### config.mk
export PLATFORM = sky130hd
export DESIGN_NAME = dm_bus_initiator
export DESIGN_NICKNAME = d
export VERILOG_FILES = /design/src/rtl/dm_bus_initiator_pkg.sv /design/src/rtl/dm_lane_fmt.sv /design/src/rtl/dm_bus_initiator.sv
export SDC_FILE = /design/constraint.sdc
export NUM_CORES = 1
export LEC_CHECK = 0
export ABC_CLOCK_PERIOD_IN_PS = 4400
export CAP_MARGIN = 20
export CORE_ASPECT_RATIO = 2
export CORE_MARGIN = 2
export CORE_UTILIZATION = 48
export DETAILED_ROUTE_END_ITERATION = 6
export GPL_TIMING_DRIVEN = 0
export PLACE_DENSITY = 0.82
export SLEW_MARGIN = 20
export SYNTH_ARGS = -nofsm -noshare
export SYNTH_HDL_FRONTEND = slang
export SYNTH_SLANG_ARGS = --single-unit
### constraint.sdc
create_clock -name clk -period 4.4 [get_ports clk]
set_input_delay 0.88 -clock clk [delete_from_list [all_inputs] [get_ports clk]]
set_output_delay 0.88 -clock clk [all_outputs]
set_load 0.01 [all_outputs]
### src/rtl/dm_bus_initiator_pkg.sv
// Shared constants for the data-memory bus initiator: access-type codes,
// FSM state encoding, the latched-request record and the alignment rule.
package dm_bus_initiator_pkg;

  // Access-type codes, identical to the ones the data memory decodes.
  localparam logic [2:0] DMTYPE_WORD  = 3'd0;
  localparam logic [2:0] DMTYPE_HALF  = 3'd1;
  localparam logic [2:0] DMTYPE_BYTE  = 3'd2;
  localparam logic [2:0] DMTYPE_HALFU = 3'd3;
  localparam logic [2:0] DMTYPE_BYTEU = 3'd4;
  localparam logic [2:0] DMTYPE_SWL   = 3'd5;
  localparam logic [2:0] DMTYPE_SWR   = 3'd6;

  typedef enum logic [1:0] {
    IDLE = 2'd0,
    REQ  = 2'd1,
    RESP = 2'd2
  } state_e;

  // Request captured on accept; everything driven onto the bus comes from here.
  typedef struct packed {
    logic        we;
    logic [2:0]  dtype;
    logic [31:0] addr;
    logic [31:0] wdata;
  } dm_req_t;

  // Word accesses (and unknown codes) need A=0, halves need an even address;
  // byte-granular and swl/swr accesses can start on any byte.
  function automatic logic dm_misaligned(input logic [2:0] dtype, input logic [1:0] a);
    logic mis;
    case (dtype)
      DMTYPE_HALF, DMTYPE_HALFU:                          mis = a[0];
      DMTYPE_BYTE, DMTYPE_BYTEU, DMTYPE_SWL, DMTYPE_SWR:  mis = 1'b0;
      default:                                            mis = (a != 2'b00);
    endcase
    return mis;
  endfunction

endpackage

### src/rtl/dm_lane_fmt.sv
// Combinational lane formatter: byte enables and lane-placed write data for
// stores, and extraction plus sign/zero extension for loads.
module dm_lane_fmt
  import dm_bus_initiator_pkg::*;
(
  input  logic        we,
  input  logic [2:0]  dtype,
  input  logic [1:0]  a,
  input  logic [31:0] wd,
  input  logic [31:0] w,
  output logic [3:0]  be,
  output logic [31:0] wdata,
  output logic [31:0] rdata
);

  logic [15:0] half_w;
  logic [7:0]  byte_w;

  assign half_w = w[{a[1], 4'b0000} +: 16];
  assign byte_w = w[{a, 3'b000} +: 8];

  // Store side: which lanes are written and what each lane carries.
  always_comb begin
    // NOTE: every output gets a default before the case so no path can infer a latch.
    be    = 4'b1111;
    wdata = '0;
    if (we) begin
      case (dtype)
        DMTYPE_HALF, DMTYPE_HALFU: begin
          be    = a[1] ? 4'b1100 : 4'b0011;
          wdata = {2{wd[15:0]}};
        end
        DMTYPE_BYTE, DMTYPE_BYTEU: begin
          be    = 4'b0001 << a;
          wdata = {4{wd[7:0]}};
        end
        DMTYPE_SWL: begin
          be    = 4'b1111 >> ~a;
          wdata = wd >> {~a, 3'b000};
        end
        DMTYPE_SWR: begin
          be    = 4'b1111 << a;
          wdata = wd << {a, 3'b000};
        end
        default: begin
          be    = 4'b1111;
          wdata = wd;
        end
      endcase
    end
  end

  // Load side: pick the addressed half/byte and extend it; anything else is the raw word.
  always_comb begin
    rdata = w;
    case (dtype)
      DMTYPE_HALF:  rdata = {{16{half_w[15]}}, half_w};
      DMTYPE_HALFU: rdata = {16'h0000, half_w};
      DMTYPE_BYTE:  rdata = {{24{byte_w[7]}}, byte_w};
      DMTYPE_BYTEU: rdata = {24'h000000, byte_w};
      default:      rdata = w;
    endcase
  end

endmodule

### src/rtl/dm_bus_initiator.sv
// M-stage data-memory initiator: accepts one load/store, drives a req/ack bus
// with a timeout, stalls the pipeline meanwhile and returns formatted load data.
module dm_bus_initiator
  import dm_bus_initiator_pkg::*;
#(
  parameter int TIMEOUT = 16,
  parameter int CNT_W   = 5
) (
  input  logic        clk,
  input  logic        reset,
  input  logic        req_valid,
  input  logic        req_we,
  input  logic [2:0]  req_type,
  input  logic [31:0] req_addr,
  input  logic [31:0] req_wdata,
  output logic        stall,
  output logic [31:0] rdata,
  output logic        rdata_valid,
  output logic        align_err,
  output logic        bus_err,
  output logic        bus_req,
  output logic        bus_we,
  output logic [31:0] bus_addr,
  output logic [3:0]  bus_be,
  output logic [31:0] bus_wdata,
  input  logic        bus_ack,
  input  logic [31:0] bus_rdata
);

  localparam logic [CNT_W-1:0] CNT_LAST = CNT_W'(TIMEOUT - 1);

  state_e           state_q, state_d;
  dm_req_t          req_q;
  logic [31:0]      word_q;
  logic             abort_q;
  logic [CNT_W-1:0] cnt_q;
  logic             accept;
  logic             timeout_hit;
  logic [3:0]       fmt_be;
  logic [31:0]      fmt_wdata;
  logic [31:0]      fmt_rdata;

  assign timeout_hit = (cnt_q == CNT_LAST);

  // State register; an async reset returns to IDLE, which drops bus_req at once.
  always_ff @(posedge clk or posedge reset) begin
    // NOTE: non-blocking assignments so every register sees pre-edge values.
    if (reset) state_q <= IDLE;
    else       state_q <= state_d;
  end

  // Next-state and handshake outputs.
  always_comb begin
    state_d     = state_q;
    accept      = 1'b0;
    stall       = 1'b0;
    align_err   = 1'b0;
    bus_req     = 1'b0;
    rdata_valid = 1'b0;
    case (state_q)
      IDLE: begin
        if (req_valid) begin
          if (dm_misaligned(req_type, req_addr[1:0])) begin
            align_err = 1'b1;
          end else begin
            stall   = 1'b1;
            accept  = 1'b1;
            state_d = REQ;
          end
        end
      end
      REQ: begin
        bus_req = 1'b1;
        stall   = 1'b1;
        if (bus_ack || timeout_hit) state_d = RESP;
      end
      RESP: begin
        rdata_valid = 1'b1;
        state_d     = IDLE;
      end
      default: state_d = IDLE;
    endcase
  end

  // Capture the request on accept so the bus side never follows the pipeline.
  always_ff @(posedge clk or posedge reset) begin
    // NOTE: the request register is reset as well, so nothing stale survives a reset.
    if (reset)       req_q <= '0;
    else if (accept) req_q <= '{we: req_we, dtype: req_type, addr: req_addr, wdata: req_wdata};
  end

  // Response word, abort flag and timeout counter, all advanced only in REQ.
  always_ff @(posedge clk or posedge reset) begin
    if (reset) begin
      word_q  <= '0;
      abort_q <= 1'b0;
      cnt_q   <= '0;
    end else begin
      if (accept) abort_q <= 1'b0;
      if (state_q == REQ) begin
        if (bus_ack) begin
          word_q <= bus_rdata;
          cnt_q  <= '0;
        end else if (timeout_hit) begin
          abort_q <= 1'b1;
          cnt_q   <= '0;
        end else begin
          cnt_q <= cnt_q + CNT_W'(1);
        end
      end
    end
  end

  dm_lane_fmt u_lane_fmt (
    .we    (req_q.we),
    .dtype (req_q.dtype),
    .a     (req_q.addr[1:0]),
    .wd    (req_q.wdata),
    .w     (word_q),
    .be    (fmt_be),
    .wdata (fmt_wdata),
    .rdata (fmt_rdata)
  );

  // Bus fields come only from latched state, held at zero outside REQ.
  assign bus_we    = bus_req & req_q.we;
  assign bus_addr  = bus_req ? {req_q.addr[31:2], 2'b00} : '0;
  assign bus_be    = bus_req ? fmt_be : '0;
  assign bus_wdata = bus_req ? fmt_wdata : '0;

  assign bus_err = rdata_valid & abort_q;
  assign rdata   = (rdata_valid && !abort_q && !req_q.we) ? fmt_rdata : '0;

endmodule
# ---- Word level (Yosys, flattened, before mapping)
# Cells that the tools add are included.
# Widths: inputs -> output; s select.
dict set report totals {
  regBits 108
  inputBits 104
  output_inout_bits 106
  word_cells 82
}
dict set report op_classes {
  addsub 1
  eq_ne 18
  shift 7
  n_mux 32
  n_bitwise 3
  reduce_logical 13
}
# cell count
set ops {}
lappend ops {{$pmux 32 s4} 2}
lappend ops {{$mux 32} 4}
lappend ops {{$shiftx 32x6->16} 1}
lappend ops {{$shiftx 32x6->8} 1}
lappend ops {{$shl 32x5->32} 1}
lappend ops {{$shr 32x5->32} 1}
lappend ops {{$eq 3x3->1 const B} 6}
lappend ops {{$pmux 4 s4} 1}
lappend ops {{$mux 1} 14}
lappend ops {{$eq 3x2->1 const B} 4}
lappend ops {{$mux 4} 3}
lappend ops {{$mux 5} 2}
lappend ops {{$eq 3x1->1 const B} 2}
lappend ops {{$mux 2} 3}
lappend ops {{$ne 2x2->1 const B} 3}
lappend ops {{$reduce_or 2->1} 3}
lappend ops {{$add 5x1->5 const B} 1}
lappend ops {{$eq 5x4->1 const B} 1}
lappend ops {{$pmux 1 s2} 2}
lappend ops {{$pmux 2 s2} 1}
lappend ops {{$reduce_or 4->1} 1}
lappend ops {{$shl 1x2->4 const A} 1}
lappend ops {{$shl 4x2->4 const A} 1}
lappend ops {{$shr 4x2->4 const A} 1}
lappend ops {{11 further kinds} 14}

# ---- Longest topological paths before layout
dict set report logic_depth {
  ltp_word 12
  mapped_depth 7
  mapped_depth_nobuf 6
}

# ---- Cells and area by module
# Synthesis repeated with hierarchy kept, for this count alone.
dict set report unflattened {
  hier_cells 714
  hier_area_um2 7733.7
}
# mod n_inst cells_each area_each_um2 seq_area_each_um2
set by_module_without_submodules {}
lappend by_module_without_submodules {dm_bus_initiator 1 371 5142.4 2702.6}
lappend by_module_without_submodules {dm_lane_fmt 1 343 2591.2 0.0}

# ---- Least setup slack after synthesis
# OpenSTA, ideal clock, no wires.
dict set report synth_path {
  path_kind {flip-flop to output port}
  start {register req_q[67] (netlist name)}
  end {output port rdata[21]}
  t_arrival_ps 1690
  required_time_ps 3520
  setup_slack_ps 1830
  path_stages_with_launch 7
  path_buffers 2
  path_cell_list {dfrtp_1 -> or4b_1 -> buf_2 -> a21oi_2 -> o311a_4 -> buf_6 -> o21a_1}
}
dict set report synth_between {
  elab_chain_len 3
}
# element line_no
set synth_lines {}
lappend synth_lines {{start, declared} dm_bus_initiator.sv:33} ;# dm_req_t req_q;
lappend synth_lines {{start signal, assigned} dm_bus_initiator.sv:89} ;# else if (accept) req_q <= '{we: req_we, dtype: req_type, addr: req_addr, wdata: req_wdata};
lappend synth_lines {{$logic_not 1->1} dm_bus_initiator.sv:132} ;# assign rdata = (rdata_valid && !abort_q && !req_q.we) ? fmt_rdata : '0;
lappend synth_lines {{$logic_and 1x1->1} dm_bus_initiator.sv:132}
lappend synth_lines {{$mux 32} dm_bus_initiator.sv:132}
lappend synth_lines {{end, declared} dm_bus_initiator.sv:17} ;# output logic [31:0] rdata,
# No other way between the ends.

# ---- Final worst setup path
dict set report layout_path {
  start {register req_q[32] (netlist name)}
  end {output port bus_wdata[24]}
}
dict set report layout_between {
  elab_chain_len 5
  word_cells_on_any_way 6
  cone_classes {shift: 2; mux: 3; bitwise: 1}
}
# element line_no
set layout_lines {}
lappend layout_lines {{$not 2->2} dm_lane_fmt.sv:39} ;# wdata = wd >> {~a, 3'b000};
lappend layout_lines {{$shr 32x5->32} dm_lane_fmt.sv:39}
lappend layout_lines {{$pmux 32 s4 (*)} dm_lane_fmt.sv:28} ;# case (dtype)
lappend layout_lines {{$mux 32 (*)} dm_lane_fmt.sv:27} ;# if (we) begin
lappend layout_lines {{$mux 32 (*)} dm_bus_initiator.sv:129} ;# assign bus_wdata = bus_req ? fmt_wdata : '0;
lappend layout_lines {{end, declared} dm_bus_initiator.sv:25} ;# output logic [31:0] bus_wdata,
# Every way passes the cells marked *; elsewhere a longest branch is shown, timed or not.

==> flow_summary.json <==
{
  "num_antenna_cells": 0,
  "synth_edf_count": 0,
  "first_pass_iters": 5,
  "antenna_found_initial": 0,
  "r2r_start": "state_q[0]$_DFFE_PP0P_",
  "finalSetupViolCount": 0,
  "critPathArrivalTime_ns": 3.12,
  "switching_share": 0.452,
  "p_int_mw": 3.94,
  "gr-total-overflow": 0,
  "power_density_nw_per_um2": 756,
  "track_usage": 0.317,
  "dp_cells": 1096,
  "cap_violations": 0,
  "fin_skew_ns": 0.0109,
  "core_area_um2": 13900,
  "cts_tree": "done",
  "ys_async_sr_fraction": 1.00,
  "crit_required_ns": 3.52,
  "worst_pin_slew_ns": 0.846,
  "cp-startpoint": "req_q[32]$_DFFE_PP0P_",
  "fin_crit_sh": 0.909,
  "max_freq_ghz": 0.250,
  "routedWlPerCell_um": 21.5,
  "syn_inst": 698,
  "hold_start": "req_q[49]$_DFFE_PP0P_",
  "port_buffers": 207,
  "peakVddDrop_uv": 461,
  "crit_fanout": 10,
  "dpl-instance-area_um2": 9190,
  "synth_area_leaders": "dfrtp_1 40%, mux2_2 18%, a21oi_1 5.0%",
  "grtUsageMet1": 0.342,
  "dieArea_um2": 15300,
  "synth_cell_types": 53,
  "pwr-share-clk": 0.117,
  "ant_nets": 0,
  "clkTransAtPathRegs_ns": 0.09,
  "status": "complete, no violations",
  "yosys_register_bits": 108,
  "hold_depth": 1,
  "detailed_place_hpwl_mm": 18.3,
  "pwr-share-seq": 0.280,
  "rsz0062_at_grt": "no",
  "cts_hold_buf": 0,
  "synth-main-ff-cell": "dfrtp_1",
  "syn_to_final_growth_pct": 38.8,
  "synth_seq_area_share": 0.395,
  "p_leak_nw": 3.82,
  "wl_mm": 23.9,
  "yosysMostFrequentCell": "mux2_2",
  "postLayoutCellArea_um2": 9500,
  "fin_cells": 1112,
  "nets": 1023,
  "nFillCells": 1127,
  "power.switching_mw": 3.25,
  "cts_buffer_depth": 2,
  "clock_latency_ns": 0.36,
  "slew_violations": 0,
  "grt_pass1_wl_mm": 36.7,
  "met3_usage": 0.0444,
  "initial_core_util": 0.492,
  "crit_type": "reg -> out",
  "ios": 210,
  "worstHoldPathType": "reg -> reg",
  "cts_root_buf": "clkbuf_16",
  "drive_above_1_share": 0.176,
  "row_count": 61,
  "yosysTopAreaCell": "dfrtp_1",
  "r2r_end": "word_q[6]$_DFFE_PP0P_",
  "ctsResizeCount": 0,
  "synth.cell_area_um2": 6840,
  "start_kind": "register",
  "grt_max_degree": 70,
  "rr_worst_depth": 5,
  "ys.warnings.count": 0,
  "cts_setup_buffers": 0,
  "hold_violations": 0,
  "hold_slack_ns": 0.501,
  "grt_pass1_vias": 6753,
  "crit_path_end_kind": "output port",
  "met2_usage": 0.563,
  "drc_errors": 0,
  "rrSetupSlack_ns": 2.43,
  "viasPerCell": 5.89,
  "post-route-min-period_ns": 4.00,
  "cts_buffers": 9,
  "die_h_um": 173,
  "slew_headroom": 0.434,
  "whs_endpoint": "req_q[49]$_DFFE_PP0P_",
  "fin_util": 0.684,
  "cts_max_level": 3,
  "cts.sinks": 108,
  "comb_power_share": 0.603,
  "die_x_um": 88.4,
  "vias": 6550,
  "synth_top_area_share": 0.395,
  "place.gp.congestion": 1.01,
  "grt_busiest_layer": "met2",
  "yosys-top-cells-count": "109 x mux2_2, 108 x dfrtp_1, 68 x a21oi_1, 45 x nand2_1, 34 x and2_1",
  "first_iter_violations": 350,
  "syn_area_per_cell_um2": 9.80
}
==> logic make-up after synthesis <==
kind of cell               synth area share
other                              0.000548
buffers and inverters                0.0419
DFF                                   0.395
and+or+nand+nor                       0.140
adders and majority gates           0.00183
xor gates and xnor gates            0.00256
muxes                                 0.230
AOI/OAI and AO/OA                     0.189
==> placed cells by master, fill, tap and decap left out, types with 4 or more instances in the layout <==
master             n
o22ai_1            8
clkbuf_1          22
nand2_1           45
nand3_1           12
mux2_2           109
nor2_1            31
buf_1              6
a21oi_1           68
o21a_1            17
buf_2             25
clkdlybuf4s50_1  207
nor3_1            22
dfrtp_1          108
clkbuf_16          9
a211oi_1           8
a21o_1             8
a22oi_1            7
o21ai_0           17
inv_1              4
and2_1            34
mux2i_1           32
nor2b_1           11
o2bb2ai_1         16
o221ai_1           8
o211ai_1          17
a2bb2oi_1          8
nand2b_1          22
==> through the flow <==
stage          setup slack, ns  total power [mW]  TNS, ns
2_1_floorplan            0.674              4.63        0
3_3_place_gp            -0.926              6.19   -99.02
3_5_place_dp             0.830              6.28        0
4_1_cts                  0.453              7.14        0
5_1_grt                  0.252              7.58        0
6_report                 0.399              7.18        0
==> area by class of cell <==
type / instances / area, um2 / share of cell area
plain buffers: 56 / 256 / 0.0270
repair buffers: 208 / 2100 / 0.221
clock buffers: 9 / 225 / 0.0237
multi-input cells: 527 / 3850 / 0.406
clock inverters: 7 / 86.3 / 0.00909
inverters: 8 / 35.0 / 0.00369
well taps: 189 / 236 / 0.0249
flip-flops and latches: 108 / 2700 / 0.285
==> flip-flops by register name, indices dropped and copies added, names as in the netlist <==
signal	count
abort_q	1
req_q	68
state_q	2
word_q	32
cnt_q	5
==> worst max-delay path by stage <==
stage	endpoint	slack (ns)	cells past startpoint
floorplan	abort_q$_DFF_PP0_	0.67	1
global placement	req_q[28]$_DFFE_PP0P_	-0.93	2
detailed placement	bus_wdata[31]	0.83	7
CTS	bus_wdata[31]	0.45	7
global route	bus_wdata[31]	0.25	7
finish	bus_wdata[24]	0.40	7
==> metal layers <==
layer | vias up | share of wire | wire (um)
li1 | 2976 | - | -
met1 | 3185 | 0.34 | 7990
met2 | 299 | 0.54 | 13000
met3 | 90 | 0.054 | 1280
met4 | 0 | 0.068 | 1620
met5 | - | 0 | 0
==> worst max-delay path: stages, from the launching register on <==
cell             delay (ns)
dfrtp_1                0.40
buf_2                  0.32
buf_2                  0.41
nand2_1                0.14
nor3_2                 0.58
a211oi_1               0.09
o22ai_1                0.23
clkdlybuf4s50_1        0.58
==> power by group through the flow <==
stage | registers, mW | logic, mW | clock network (mW)
after floorplan | 1.80 | 2.83 | 0
after global placement | 1.99 | 4.20 | 0
after detailed placement | 2.01 | 4.27 | 0
after CTS | 1.99 | 4.29 | 0.852
after global routing | 2.06 | 4.65 | 0.882
final | 2.01 | 4.33 | 0.842
Note: power is estimated with default switching activity, not from simulation.
